**config.mk**
```make
export PLATFORM = sky130hd
export DESIGN_NAME = window_gen
export DESIGN_NICKNAME = d
export VERILOG_FILES = /design/src/rtl/window_gen.sv
export SDC_FILE = /design/constraint.sdc
export NUM_CORES = 1
export LEC_CHECK = 0
export BUFFER_PORTS_ARGS = -buffer_cell sky130_fd_sc_hd__buf_2
export CAP_MARGIN = 20
export CORE_MARGIN = 4
export CORE_UTILIZATION = 25
export DETAILED_ROUTE_END_ITERATION = 6
export GPL_TIMING_DRIVEN = 0
export PLACE_DENSITY_LB_ADDON = 0.2
export SLEW_MARGIN = 5
export SYNTH_ARGS = -nofsm -noshare
export SYNTH_HDL_FRONTEND = slang
export SYNTH_SLANG_ARGS = --single-unit
```
**constraint.sdc**
```tcl
create_clock -name clk -period 3.8 [get_ports clk]
set_clock_uncertainty 0.15 [all_clocks]
set_input_delay 0.19 -clock clk [delete_from_list [all_inputs] [get_ports clk]]
set_output_delay 0.19 -clock clk [all_outputs]
set_load 0.005 [all_outputs]
```
**src/rtl/window_gen.sv**
```systemverilog
// 3x3 sliding-window generator over a raster pixel stream, zero padded.
// Ports: clk, reset(async low), px_in/px_valid/px_ready in, win_out/win_en/frame_done out.
module window_gen #(
  parameter int IMG_W = 8,
  parameter int IMG_H = 8
) (
  input  logic              clk,
  input  logic              reset,
  input  logic signed [7:0] px_in,
  input  logic              px_valid,
  output logic              px_ready,
  output logic [71:0]       win_out,
  output logic              win_en,
  output logic              frame_done
);

  localparam int SR_LEN = 2*IMG_W+3;
  localparam int NPIX   = IMG_W*IMG_H;
  localparam int CW     = $clog2(NPIX+1);
  localparam int RW     = $clog2(IMG_H);
  localparam int XW     = $clog2(IMG_W);

  localparam logic [CW-1:0] PRIME_LAST = CW'(IMG_W);
  localparam logic [CW-1:0] PIX_LAST   = CW'(NPIX-1);
  localparam logic [CW-1:0] FLUSH_LAST = CW'(IMG_W);
  localparam logic [RW-1:0] ROW_LAST   = RW'(IMG_H-1);
  localparam logic [XW-1:0] COL_LAST   = XW'(IMG_W-1);

  typedef enum logic [1:0] {
    PRIME,
    STREAM,
    FLUSH
  } state_t;

  state_t        state;
  state_t        state_nxt;
  logic [CW-1:0] cnt;
  logic [CW-1:0] cnt_nxt;
  logic          shift;
  logic          emit;

  logic [7:0]    sr     [SR_LEN];
  logic [7:0]    sr_nxt [SR_LEN];
  logic [RW-1:0] row;
  logic [XW-1:0] col;
  logic [71:0]   win_nxt;

  logic top_ok;
  logic bot_ok;
  logic lft_ok;
  logic rgt_ok;

  // cnt: accepted pixel index in PRIME/STREAM,
  // flush window index in FLUSH
  always_comb begin
    state_nxt = state;
    cnt_nxt   = cnt;
    shift     = 1'b0;
    emit      = 1'b0;
    px_ready  = 1'b0;
    unique case (state)
      PRIME: begin
        px_ready = 1'b1;
        if (px_valid) begin
          shift   = 1'b1;
          cnt_nxt = cnt + 1'b1;
          if (cnt == PRIME_LAST)
            state_nxt = STREAM;
        end
      end
      STREAM: begin
        px_ready = 1'b1;
        if (px_valid) begin
          shift = 1'b1;
          emit  = 1'b1;
          if (cnt == PIX_LAST) begin
            state_nxt = FLUSH;
            cnt_nxt   = '0;
          end else begin
            cnt_nxt = cnt + 1'b1;
          end
        end
      end
      FLUSH: begin
        shift = 1'b1;
        emit  = 1'b1;
        if (cnt == FLUSH_LAST) begin
          state_nxt = PRIME;
          cnt_nxt   = '0;
        end else begin
          cnt_nxt = cnt + 1'b1;
        end
      end
      default: begin
        state_nxt = PRIME;
        cnt_nxt   = '0;
      end
    endcase
  end

  always_ff @(posedge clk or negedge reset) begin
    if (!reset) begin
      state <= PRIME;
      cnt   <= '0;
    end else begin
      state <= state_nxt;
      cnt   <= cnt_nxt;
    end
  end

  // Window is built from the post-shift contents
  // so it is registered on the same edge.
  always_comb begin
    sr_nxt[0] = (state == FLUSH) ? 8'h00 : px_in;
    for (int i = 1; i < SR_LEN; i++)
      sr_nxt[i] = sr[i-1];
  end

  // Masks also hide stale data from the previous
  // frame and wrap-around from adjacent rows.
  assign top_ok = (row != '0);
  assign bot_ok = (row != ROW_LAST);
  assign lft_ok = (col != '0);
  assign rgt_ok = (col != COL_LAST);

  always_comb begin
    win_nxt = {
      (top_ok & lft_ok) ? sr_nxt[2*IMG_W+2] : 8'h00,
      top_ok            ? sr_nxt[2*IMG_W+1] : 8'h00,
      (top_ok & rgt_ok) ? sr_nxt[2*IMG_W]   : 8'h00,
      lft_ok            ? sr_nxt[IMG_W+2]   : 8'h00,
      sr_nxt[IMG_W+1],
      rgt_ok            ? sr_nxt[IMG_W]     : 8'h00,
      (bot_ok & lft_ok) ? sr_nxt[2]         : 8'h00,
      bot_ok            ? sr_nxt[1]         : 8'h00,
      (bot_ok & rgt_ok) ? sr_nxt[0]         : 8'h00
    };
  end

  always_ff @(posedge clk or negedge reset) begin
    if (!reset) begin
      for (int i = 0; i < SR_LEN; i++)
        sr[i] <= 8'h00;
      win_out    <= '0;
      win_en     <= 1'b0;
      frame_done <= 1'b0;
      row        <= '0;
      col        <= '0;
    end else begin
      if (shift)
        sr <= sr_nxt;
      win_en     <= emit;
      frame_done <= emit && (row == ROW_LAST) &&
                    (col == COL_LAST);
      if (emit) begin
        win_out <= win_nxt;
        if (col == COL_LAST) begin
          col <= '0;
          row <= (row == ROW_LAST) ? '0 : row + 1'b1;
        end else begin
          col <= col + 1'b1;
        end
      end
    end
  end

endmodule

```
Word level (Yosys, flattened, before mapping)
Cells that the tools add are included.
{"block": "op_classes", "mux": 26, "bitwise": 4, "eq_ne": 13, "n_addsub": 3, "reduce_logical": 9}
{"operator": "8-bit 2-to-1 mux", "n": 9}
{"operator": "7-bit 2-to-1 mux", "n": 4}
{"operator": "7-bit case mux with 3 select lines", "n": 1}
{"operator": "2-bit 2-to-1 mux", "n": 5}
{"operator": "2-bit inequality test (second input constant)", "n": 5}
{"operator": "7-bit by 1-bit adder with 7-bit output (second input constant)", "n": 1}
{"operator": "7-bit by 4-bit == test with 1-bit output (second input constant)", "n": 1}
{"operator": "7-bit by 6-bit == test with 1-bit output (second input constant)", "n": 1}
{"operator": "3-bit by 1-bit adder with 3-bit output (second input constant)", "n": 2}
{"operator": "3-bit == test (second input constant)", "n": 2}
{"operator": "3-bit 2-to-1 mux", "n": 2}
{"operator": "3-bit inequality test (second input constant)", "n": 2}
{"operator": "2-bit case mux with 3 select lines", "n": 1}
{"operator": "3-bit nonzero test", "n": 2}
{"operator": "5-bit AND reduction", "n": 1}
{"operator": "1-bit AND", "n": 4}
{"operator": "1-bit case mux with 2 select lines", "n": 2}
{"operator": "2-bit AND reduction", "n": 2}
{"operator": "2-bit by 1-bit == test with 1-bit output (second input constant)", "n": 1}
{"operator": "2-bit == test (second input constant)", "n": 1}
{"operator": "1-bit logical AND", "n": 2}
{"operator": "2-bit zero test", "n": 1}
{"operator": "1-bit 2-to-1 mux", "n": 2}
{"operator": "2-bit OR reduction", "n": 1}
{"block": "totals", "inputBits": 11, "reg_bits": 233, "elab_cells": 80, "output_inout_bits": 75}

Longest topological paths before layout
Gate-level depths: netlist of run 1.
{"block": "logic_depth", "depth_word": 4, "mapped_depth": 8, "mapped_depth_nobuf": 7}

Least setup slack after synthesis of run 1
OpenSTA, ideal clock, no wires.
{"block": "synth_path", "path_type": "register to register", "startpoint": "reg state[1]", "endpoint": "reg row[0]", "t_arrival_ns": 1.639, "required_time_ns": 3.525, "setup_slack_ns": 1.886, "synth_period_minus_slack_ns": 1.914, "n_path_buf": 0, "setup_time_ns": 0.125, "stages_incl_launch_ff": 8, "cell_sequence": "dfrtp_1 > inv_1 > ha_1 > a21o_1 > nand2_1 > inv_2 > nand2_1 > mux2_2"}
{"block": "synth_between", "elab_chain_len": 3, "word_cells_on_any_way": 4, "classes_between": "eq/ne: 2; mux: 1; reduce/logical: 1"}
{"element": "start: declaration", "line_no": "35", "text": "state_t state;"}
{"element": "start signal: assignment", "line_no": "106", "text": "state <= state_nxt;"}
{"element": "2-bit == test / 2-bit by 1-bit == test with 1-bit output (equally long branches)", "line_no": "61", "text": "unique case (state)"}
{"element": "1-bit case mux with 2 select lines *", "line_no": "61"}
{"element": "2-bit AND reduction (no source line) *"}
{"element": "end signal: assignment", "line_no": "159", "text": "row <= (row == ROW_LAST) ? '0 : row + 1'b1;"}
{"element": "end: declaration", "line_no": "44", "text": "logic [RW-1:0] row;"}
Every way passes the cells marked *; elsewhere a longest branch is shown, timed or not.
A chain may end at the register's enable or synchronous reset.

Worst setup path in the final report of run 1
{"block": "layout_path", "startpoint": "reg state[1]", "endpoint": "reg win_out[71]"}
{"block": "layout_between", "elab_chain_len": 2, "word_cells_on_any_way": 3, "classes_between": "eq/ne: 2; mux: 1"}
{"element": "2-bit == test / 2-bit by 1-bit == test with 1-bit output (equally long branches)", "line_no": "61"}
{"element": "1-bit case mux with 2 select lines *", "line_no": "61"}
{"element": "end signal: assignment", "line_no": "156", "text": "win_out <= win_nxt;"}
{"element": "end: declaration", "line_no": "12", "text": "output logic [71:0] win_out,"}
Marked as above.

==> impl_metrics.toml, run 1 <==
[power]
p_sw_mw = 2.579
pwr-share-clk_pct = 28.9
p_int_mw = 5.937
p_comb_share_pct = 23.0
swShare_pct = 30.28
p_seq_share_pct = 48.1
p_leak_nw = 5.510
p_per_area_nw_per_um2 = 752.8
ir_drop_mv = 0.3958

[final_layout]
nets = 887
drive_gt1_share_pct = 33.98
ff_latch_area_um2 = 5831
utilization_pct = 30.90
multiInputGateArea_um2 = 3198
final_cells = 1351
fill_cells = 3752
syn_to_final_growth_pct = 21.98
antenna_cells = 0

[critical_path]
arrival_ns = 2.64
r2r_end = "win_out[71]"
rrSetupSlack_ns = 1.46
critPathLaunchType = "flop"
required_ns = 4.10
crit_start = "state[1]"
r2r-start = "state[1]"
cp-end-kind = "flop"
crit_fanout = 10
path_class = "flop to flop"
ff2ff_path_depth = 8

[synth]
synth_nets = 760
yosysTopAreaCellShare_pct = 62.87
synth_area_per_cell_um2 = 12.60
ys_top_cells_by_area = "dfrtp_1 (63%), mux2_2 (17%), nand2_1 (5.9%)"
synthFlopType = "dfrtp_1"
ys_async_sr_fraction_pct = 100.0
yosysTopAreaCell = "dfrtp_1"
syn-instance-count = 736
ys_ff_latch = 233
yosysSeqAreaShare_pct = 62.87
synth.most_common_cell = "dfrtp_1"
syn-cell-area_um2 = 9274
ys.warnings.count = 0
synth.distinct_cells = 41
synth-edff-count = 0
synth_common_cells = "dfrtp_1 (233), nand2_1 (145), mux2_2 (139), nand3_1 (41), o21ai_0 (31)"

[drt]
routedWlPerCell_um = 15.59
drtAntennaViolNets = 0
drtIter0Drc = 293
routed_wl_um = 21070
avgViaCountPerCell = 4.218
vias = 5698
drc = 0
dr.pass1.iters = 4

[clock_tree]
clockBufferDepth = 3
h-tree-depth = 1
cts.clk_slew.worst_paths_ns = 0.06
cts_tree = "built"
cts_resized = 0
cts_made_buffers = 26
worstSkewPairLatency_ns = 0.52
clock-sinks = 233
clockRootBuffer = "clkbuf_16"

[hold_path]
hp-start = "win_out[56]"
whs_path_depth = 2
whs_endpoint = "win_out[56]"
min_path_type = "flop to flop"

[global_route]
grt_start_max_net_pins = 105
antenna_found_initial = 0
overflow = 0
grt_pass1_wl_um = 34810
grt_pass1_vias = 6103
grt_use_total_pct = 10.48

[sta]
slew_viol_final = 0
max_freq_mhz = 426.8
relSlewSlack_pct = 59.86
setup_tns_ns = 0
hold_viol = 0
setup_violations = 0
rsz0062_at_grt = "no"
period_needed_ns = 2.343
worst_pin_slew_ns = 0.6020
min_period_over_period_pct = 61.66

[die]
io_pins = 86
rows = 70
core-area_um2 = 36610
die_area_um2 = 40240
die_x_um = 200.6
start_util_pct = 25.33
die_h_um = 200.6

[run]
drv_cap = 0

[place]
post-dp-hpwl_um = 14690
gp_congestion = 0.7341
dp_cells = 1291
port-buffer-count = 85

[status]
status = "finished, final reports clean"
worst max path at each step:
stage,endpoint,slack (ns),cells past startpoint
floorplan,row[0],1.89,7
finish,win_out[71],1.46,8
global route,win_out[42],1.25,8
CTS,win_out[42],1.40,8
detailed placement,win_out[46],1.43,8
global placement,sr[115],-2.07,1
sequential cells by signal, summed over array words and instances, names as in the netlist:
signal / count
row: 3
state: 2
win_out: 72
cnt: 7
sr: 144
frame_done: 1
col: 3
win_en: 1
metrics by stage:
stage	power [mW]	worst slack, ns	hold slack, ns	cell area [um2]
global placement	6.112	-2.072	0.2970	10280
floorplan	5.179	1.886	-0.2556	9274
finish	8.516	1.457	0.3082	11310
detailed placement	6.160	1.430	-0.04721	10350
CTS	8.675	1.398	0.3176	11310
global route	9.133	1.250	0.3266	11310
cells in the final DEF (no fill, tap or decap), types with 2 or more instances in the layout:
cell type      instances
o31ai_1                8
dfrtp_1              233
o2bb2ai_1              2
and3_2                 2
buf_16                 2
a31oi_1                5
buf_2                101
nand3_1               41
clkbuf_1              21
buf_4                  7
and2_1                 3
clkbuf_8               5
o21ai_0               31
a21oi_1                4
nor2_1                 5
mux2_2               139
clkinvlp_4             2
nor3_1                 3
dlygate4sd3_1         12
clkinv_2               3
inv_1                 10
nor2b_1                2
ha_1                  13
buf_1                  4
clkbuf_2               2
nand3b_1               4
nand2b_1              27
clkbuf_16             27
nand2_1              145
layout make-up:
cell class / instances / share of cell area, %
clock buffer: 42 / 6.913
multi-input combinational: 451 / 28.27
sequential: 233 / 51.54
tap: 468 / 5.176
timing repair buffer: 99 / 5.398
buffer: 41 / 1.803
inverter: 11 / 0.3650
clock inverter: 6 / 0.5309
cell families (layout without fill, tap and decap cells):
group | after synthesis | after routing | share of synthesized area, %
simple gates | 239 | 239 | 11.81
flops | 233 | 233 | 62.87
mux | 140 | 140 | 16.99
compound gates | 59 | 59 | 3.940
buf+inv | 52 | 199 | 2.644
fa+ha+maj | 13 | 13 | 1.754
timing repair:
item / CTS / global route
setup buffers: 0 / 0
hold buffers: 12 / 0
endpoints found under the hold margin: 250 / 0
routing by layer:
| layer | GRT usage, % | part of all wire (%) | up-vias | routed length, um |
|---|---|---|---|---|
| met5 | 0 | 0 | - | 0 |
| met1 | 15.32 | 50 | 2797 | 10430 |
| li1 | - | - | 2766 | - |
| met4 | 2.286 | 2.1 | 0 | 438 |
| met3 | 2.181 | 3.9 | 30 | 818 |
| met2 | 16.10 | 45 | 105 | 9378 |
power groups by stage:
stage          combinational (mW)  sequential [mW]  clock, mW
3_5_place_dp                 2.00             4.16          0
2_1_floorplan                1.24             3.94          0
6_report                     1.96             4.09       2.46
4_1_cts                      2.02             4.12       2.54
3_3_place_gp                 1.96             4.15          0
5_1_grt                      2.25             4.23       2.65
worst max-delay path: stages, from the launching register on:
cell     delay [ns]
dfrtp_1        0.48
inv_1          0.12
ha_1           0.26
a21o_1         0.19
nand2_1        0.25
buf_2          0.36
buf_2          0.31
nand2_1        0.09
nand2_1        0.05
(Power assumes the default switching activity.)
==> run 2: changes to the inputs <==
Clock period 3.8 ns to 2.35 ns, I/O delays scaled along.
==> run 2 against run 1 <==
  * Final cell count down 0.15%
  * Sequential share of layout area about the same
  * Register-to-register slack worse by 1.3 ns
  * Flip-flop and latch count unchanged
  * Critical endpoint is now sr[92]
  * Global-route usage about the same
  * Sequential power up 62%
==> impl_metrics.toml, run 2 (synthesis gave the netlist of run 1 again) <==
[final_layout]
nets = 885
largest_reg_flops = 144
layout_commonest_cell = "dfrtp_1"
ff_latch_area_um2 = 5831
largestRegisters = "sr (144), win_out (72), cnt (7)"
antenna_cells = 0
final_cells = 1349
final_cell_mix = "dfrtp_1 (233), nand2_1 (144), mux2_2 (139)"
syn_to_final_growth_pct = 22.06
drive_gt1_share_pct = 34.73
largest_register = "sr"
utilization_pct = 30.92
multiInputGateArea_um2 = 3203
stdcell_area_um2 = 11320
fill_cells = 3750

[critical_path]
rrSetupSlack_ns = 0.17
required_ns = 2.60
arrival_ns = 2.43
ff2ff_path_depth = 4
critPathLaunchType = "flop"
cp-end-kind = "flop"
crit_fanout = 10
path_class = "flop to flop"
r2r-start = "state[1]"
r2r_end = "sr[92]"

[drt]
avgViaCountPerCell = 4.248
drc = 0
routedWlPerCell_um = 15.64
drtIter0Drc = 268
routed_wl_um = 21090
drtAntennaViolNets = 0
dr.pass1.iters = 4
vias = 5731

[place]
gp_congestion = 0.7341
post-dp-hpwl_um = 14690
placed_area_um2 = 10350
dp_cells = 1291
port-buffer-count = 85

[die]
rows = 70
die_area_um2 = 40240
io_pins = 86
start_util_pct = 25.33
die_x_um = 200.6
core-area_um2 = 36610
die_h_um = 200.6

[clock_tree]
worstSkewPairLatency_ns = 0.52
cts_made_buffers = 26
clock-sinks = 233
clockBufferDepth = 3
cts_tree = "built"
cts.clk_slew.worst_paths_ns = 0.06
h-tree-depth = 1
clockRootBuffer = "clkbuf_16"

[global_route]
met2_usage_pct = 16.12
grt_pass1_vias = 6102
grt_use_total_pct = 10.50
antenna_found_initial = 0
overflow = 0
top_usage_layer = "met2"
grtUsageMet1_pct = 15.38
grt_start_max_net_pins = 105
grtUsageMet3_pct = 2.165
grt_pass1_wl_um = 34880

[sta]
period_needed_ns = 2.183
relSlewSlack_pct = 61.30
max_freq_mhz = 458.0
whs_ns = 0.02691
worst_pin_slew_ns = 0.5805
slew_viol_final = 0
hold_viol = 0
rsz0062_at_grt = "no"
setup_violations = 0
min_period_over_period_pct = 92.91

[hold_path]
min_path_type = "input port to async pin"

[status]
status = "finished, final reports clean"

[power]
p_leak_nw = 5.520
p_per_area_nw_per_um2 = 1217
ir_drop_mv = 0.6405

[run]
drv_cap = 0
run 2: routing by layer:
layer | part of all wire [%] | up-vias
met3 | 3.9 | 32
met2 | 45 | 113
met4 | 2.1 | 0
met5 | 0 | -
li1 | - | 2762
met1 | 49 | 2824
run 2: layout make-up:
class,count,share of cell area [%]
sequential,233,51.51
multi-input combinational,451,28.30
clock buffer,42,6.908
timing repair buffer,98,5.394
tap,468,5.173
buffer,40,1.824
clock inverter,6,0.5306
inverter,11,0.3648
run 2: how the worst max path moves through the flow:
stage | cells after the start | start | end | slack (ns)
after floorplan | 7 | state[1] | row[0] | 0.44
after global placement | 1 | reset | sr[115] | -3.45
after detailed placement | 8 | state[1] | win_out[46] | -0.02
after CTS | 7 | state[1] | row[2] | 0.02
after global routing | 8 | row[0] | win_out[52] | 0.002
final | 4 | state[1] | sr[92] | 0.17
run 2: power breakdown:
part           switching, mW  internal (mW)  leakage (nW)
Clock                   1.59           2.38         0.407
Combinational           1.54           1.65          2.14
Sequential              1.03           5.59          2.97
Total                   4.16           9.61          5.52
run 2: timing repair:
item / CTS / global route
gates resized for setup: 2 / 6
gates cloned: 0 / 0
hold buffers: 11 / 0
endpoints found under the setup margin: 18 / 68
setup buffers: 0 / 0
hold endpoints to repair: 250 / 0
run 2: per-stage QoR:
stage	setup TNS, ns	power, mW	worst slack, ns
6_report	0	13.77	0.1666
5_1_grt	0	14.78	0.001609
4_1_cts	0	14.03	0.02263
3_5_place_dp	-0.1596	9.960	-0.02014
3_3_place_gp	-797.41	9.883	-3.449
2_1_floorplan	0	8.375	0.4363
run 2: worst max-delay path, stage by stage, from the launching register on:
cell	delay [ns]
dfrtp_1	0.46
o21ai_2	0.43
buf_2	0.40
buf_4	0.27
mux2_2	0.35
==> run 3: changes to the inputs <==
Settings changed: CORE_ASPECT_RATIO from default to 1.75.
==> run 3 against run 2 <==
  * Clock power grew 3%
  * Largest power group unchanged
  * Total power increased by 0.75%
  * Critical path type unchanged
  * Fmax about the same
  * Worst hold slack better by 0.23 ns
==> impl_metrics.toml, run 3 (synthesis gave the netlist of run 1 again) <==
[status]
status = "finished, final reports clean"

[final_layout]
largest_register = "sr"
antenna_cells = 0
syn_to_final_growth_pct = 22.60
largest_reg_flops = 144
layout_commonest_cell = "dfrtp_1"
final_cells = 1356
largestRegisters = "sr (144), win_out (72), cnt (7)"
final_cell_mix = "dfrtp_1 (233), nand2_1 (144), mux2_2 (139)"
drive_gt1_share_pct = 35.19
nets = 886
stdcell_area_um2 = 11370
fill_cells = 3886

[run]
drv_cap = 0

[drt]
drtIter0Drc = 159
vias = 5812
dr.pass1.iters = 4
drtAntennaViolNets = 0
avgViaCountPerCell = 4.286
drc = 0
routed_wl_um = 21540
routedWlPerCell_um = 15.89

[sta]
min_period_over_period_pct = 92.85
rsz0062_at_grt = "no"
worst_pin_slew_ns = 0.5668
max_freq_mhz = 458.3
setup_tns_ns = 0
relSlewSlack_pct = 62.22
slew_viol_final = 0
period_needed_ns = 2.182
setup_violations = 0
hold_viol = 0

[global_route]
overflow = 0
antenna_found_initial = 0
grt_start_max_net_pins = 107
grt_use_total_pct = 10.75
grt_pass1_vias = 6146
grt_pass1_wl_um = 35110

[power]
ir_drop_mv = 0.5030
finalPower_mw = 13.88
p_per_area_nw_per_um2 = 1220
p_leak_nw = 5.547

[clock_tree]
cts_made_buffers = 25
clockBufferDepth = 3
cts_tree = "built"
clock-sinks = 233
clockRootBuffer = "clkbuf_16"
h-tree-depth = 1
cts.clk_slew.worst_paths_ns = 0.07
worstSkewPairLatency_ns = 0.53

[place]
post-dp-hpwl_um = 15320
port-buffer-count = 85
dp_cells = 1298
placed_area_um2 = 10360
gp_congestion = 0.7520

[die]
die_x_um = 153.6
io_pins = 86
die_area_um2 = 40360
start_util_pct = 25.22
core-area_um2 = 36770
rows = 93
die_h_um = 262.8

[critical_path]
cp-end-kind = "flop"
arrival_ns = 2.49
required_ns = 2.66
crit_fanout = 9
path_class = "flop to flop"
critPathLaunchType = "flop"

[hold_path]
min_path_type = "input port to flop"
==> run 3: final timing paths <==
check,start,cells after the start,endpoint,slack (ns)
max in group asynchronous,reset,5,frame_done,0.48
max,state[1],7,cnt[2],0.17
min reg2reg,win_out[60],2,win_out[60],0.31
max reg2reg,state[1],7,cnt[2],0.17
min,px_in[0],4,win_out[0],0.26
min in group asynchronous,reset,4,win_out[35],0.50
==> run 3: what timing repair did <==
item | 4_1_cts | 5_1_grt
setup endpoints to repair | 43 | 59
setup buffers | 0 | 0
hold buffers | 12 | 0
hold endpoints to repair | 147 | 0
gates resized for setup | 4 | 4
==> run 3: final cells by class <==
type,count,area [um2],share of cell area [%]
sequential,233,5831,51.28
multi-input combinational,451,3201,28.15
clock buffer,38,764.5,6.724
timing repair buffer,99,620.6,5.458
tap,475,594.3,5.227
buffer,41,214.0,1.882
clock inverter,8,103.9,0.9134
inverter,11,41.29,0.3632
==> run 3: layer usage <==
metal | vias up | track usage (%) | wire length [um]
met5 | - | 0 | 0
met4 | 0 | 4.228 | 686
met3 | 39 | 1.598 | 923
met2 | 109 | 19.38 | 11360
met1 | 2914 | 12.74 | 8578
li1 | 2750 | - | -
==> run 3: through the flow <==
stage               utilization, %  hold WS, ns  setup slack [ns]
CTS                          30.90       0.2308          0.001356
finish                       30.92       0.2552            0.1680
global route                 30.92       0.2772           0.01209
floorplan                        -      -0.3281            0.4363
global placement             27.99       0.2534            -3.445
detailed placement           28.17      -0.1665          -0.08419
==> run 3: critical path: stages (launching register included) <==
cell and delay [ns]:
dfrtp_1 0.50, inv_1 0.13, ha_1 0.29, o21ba_2 0.24, clkbuf_2 0.16, nor2_1 0.37
nand3b_1 0.13, a21oi_1 0.15
==> run 3: power by group <==
| part | switching (mW) | internal, mW | total [mW] |
|---|---|---|---|
| sequential | 0.980 | 5.58 | 6.56 |
| combinational | 1.56 | 1.65 | 3.22 |
| clock | 1.63 | 2.47 | 4.10 |
| total | 4.17 | 9.70 | 13.9 |
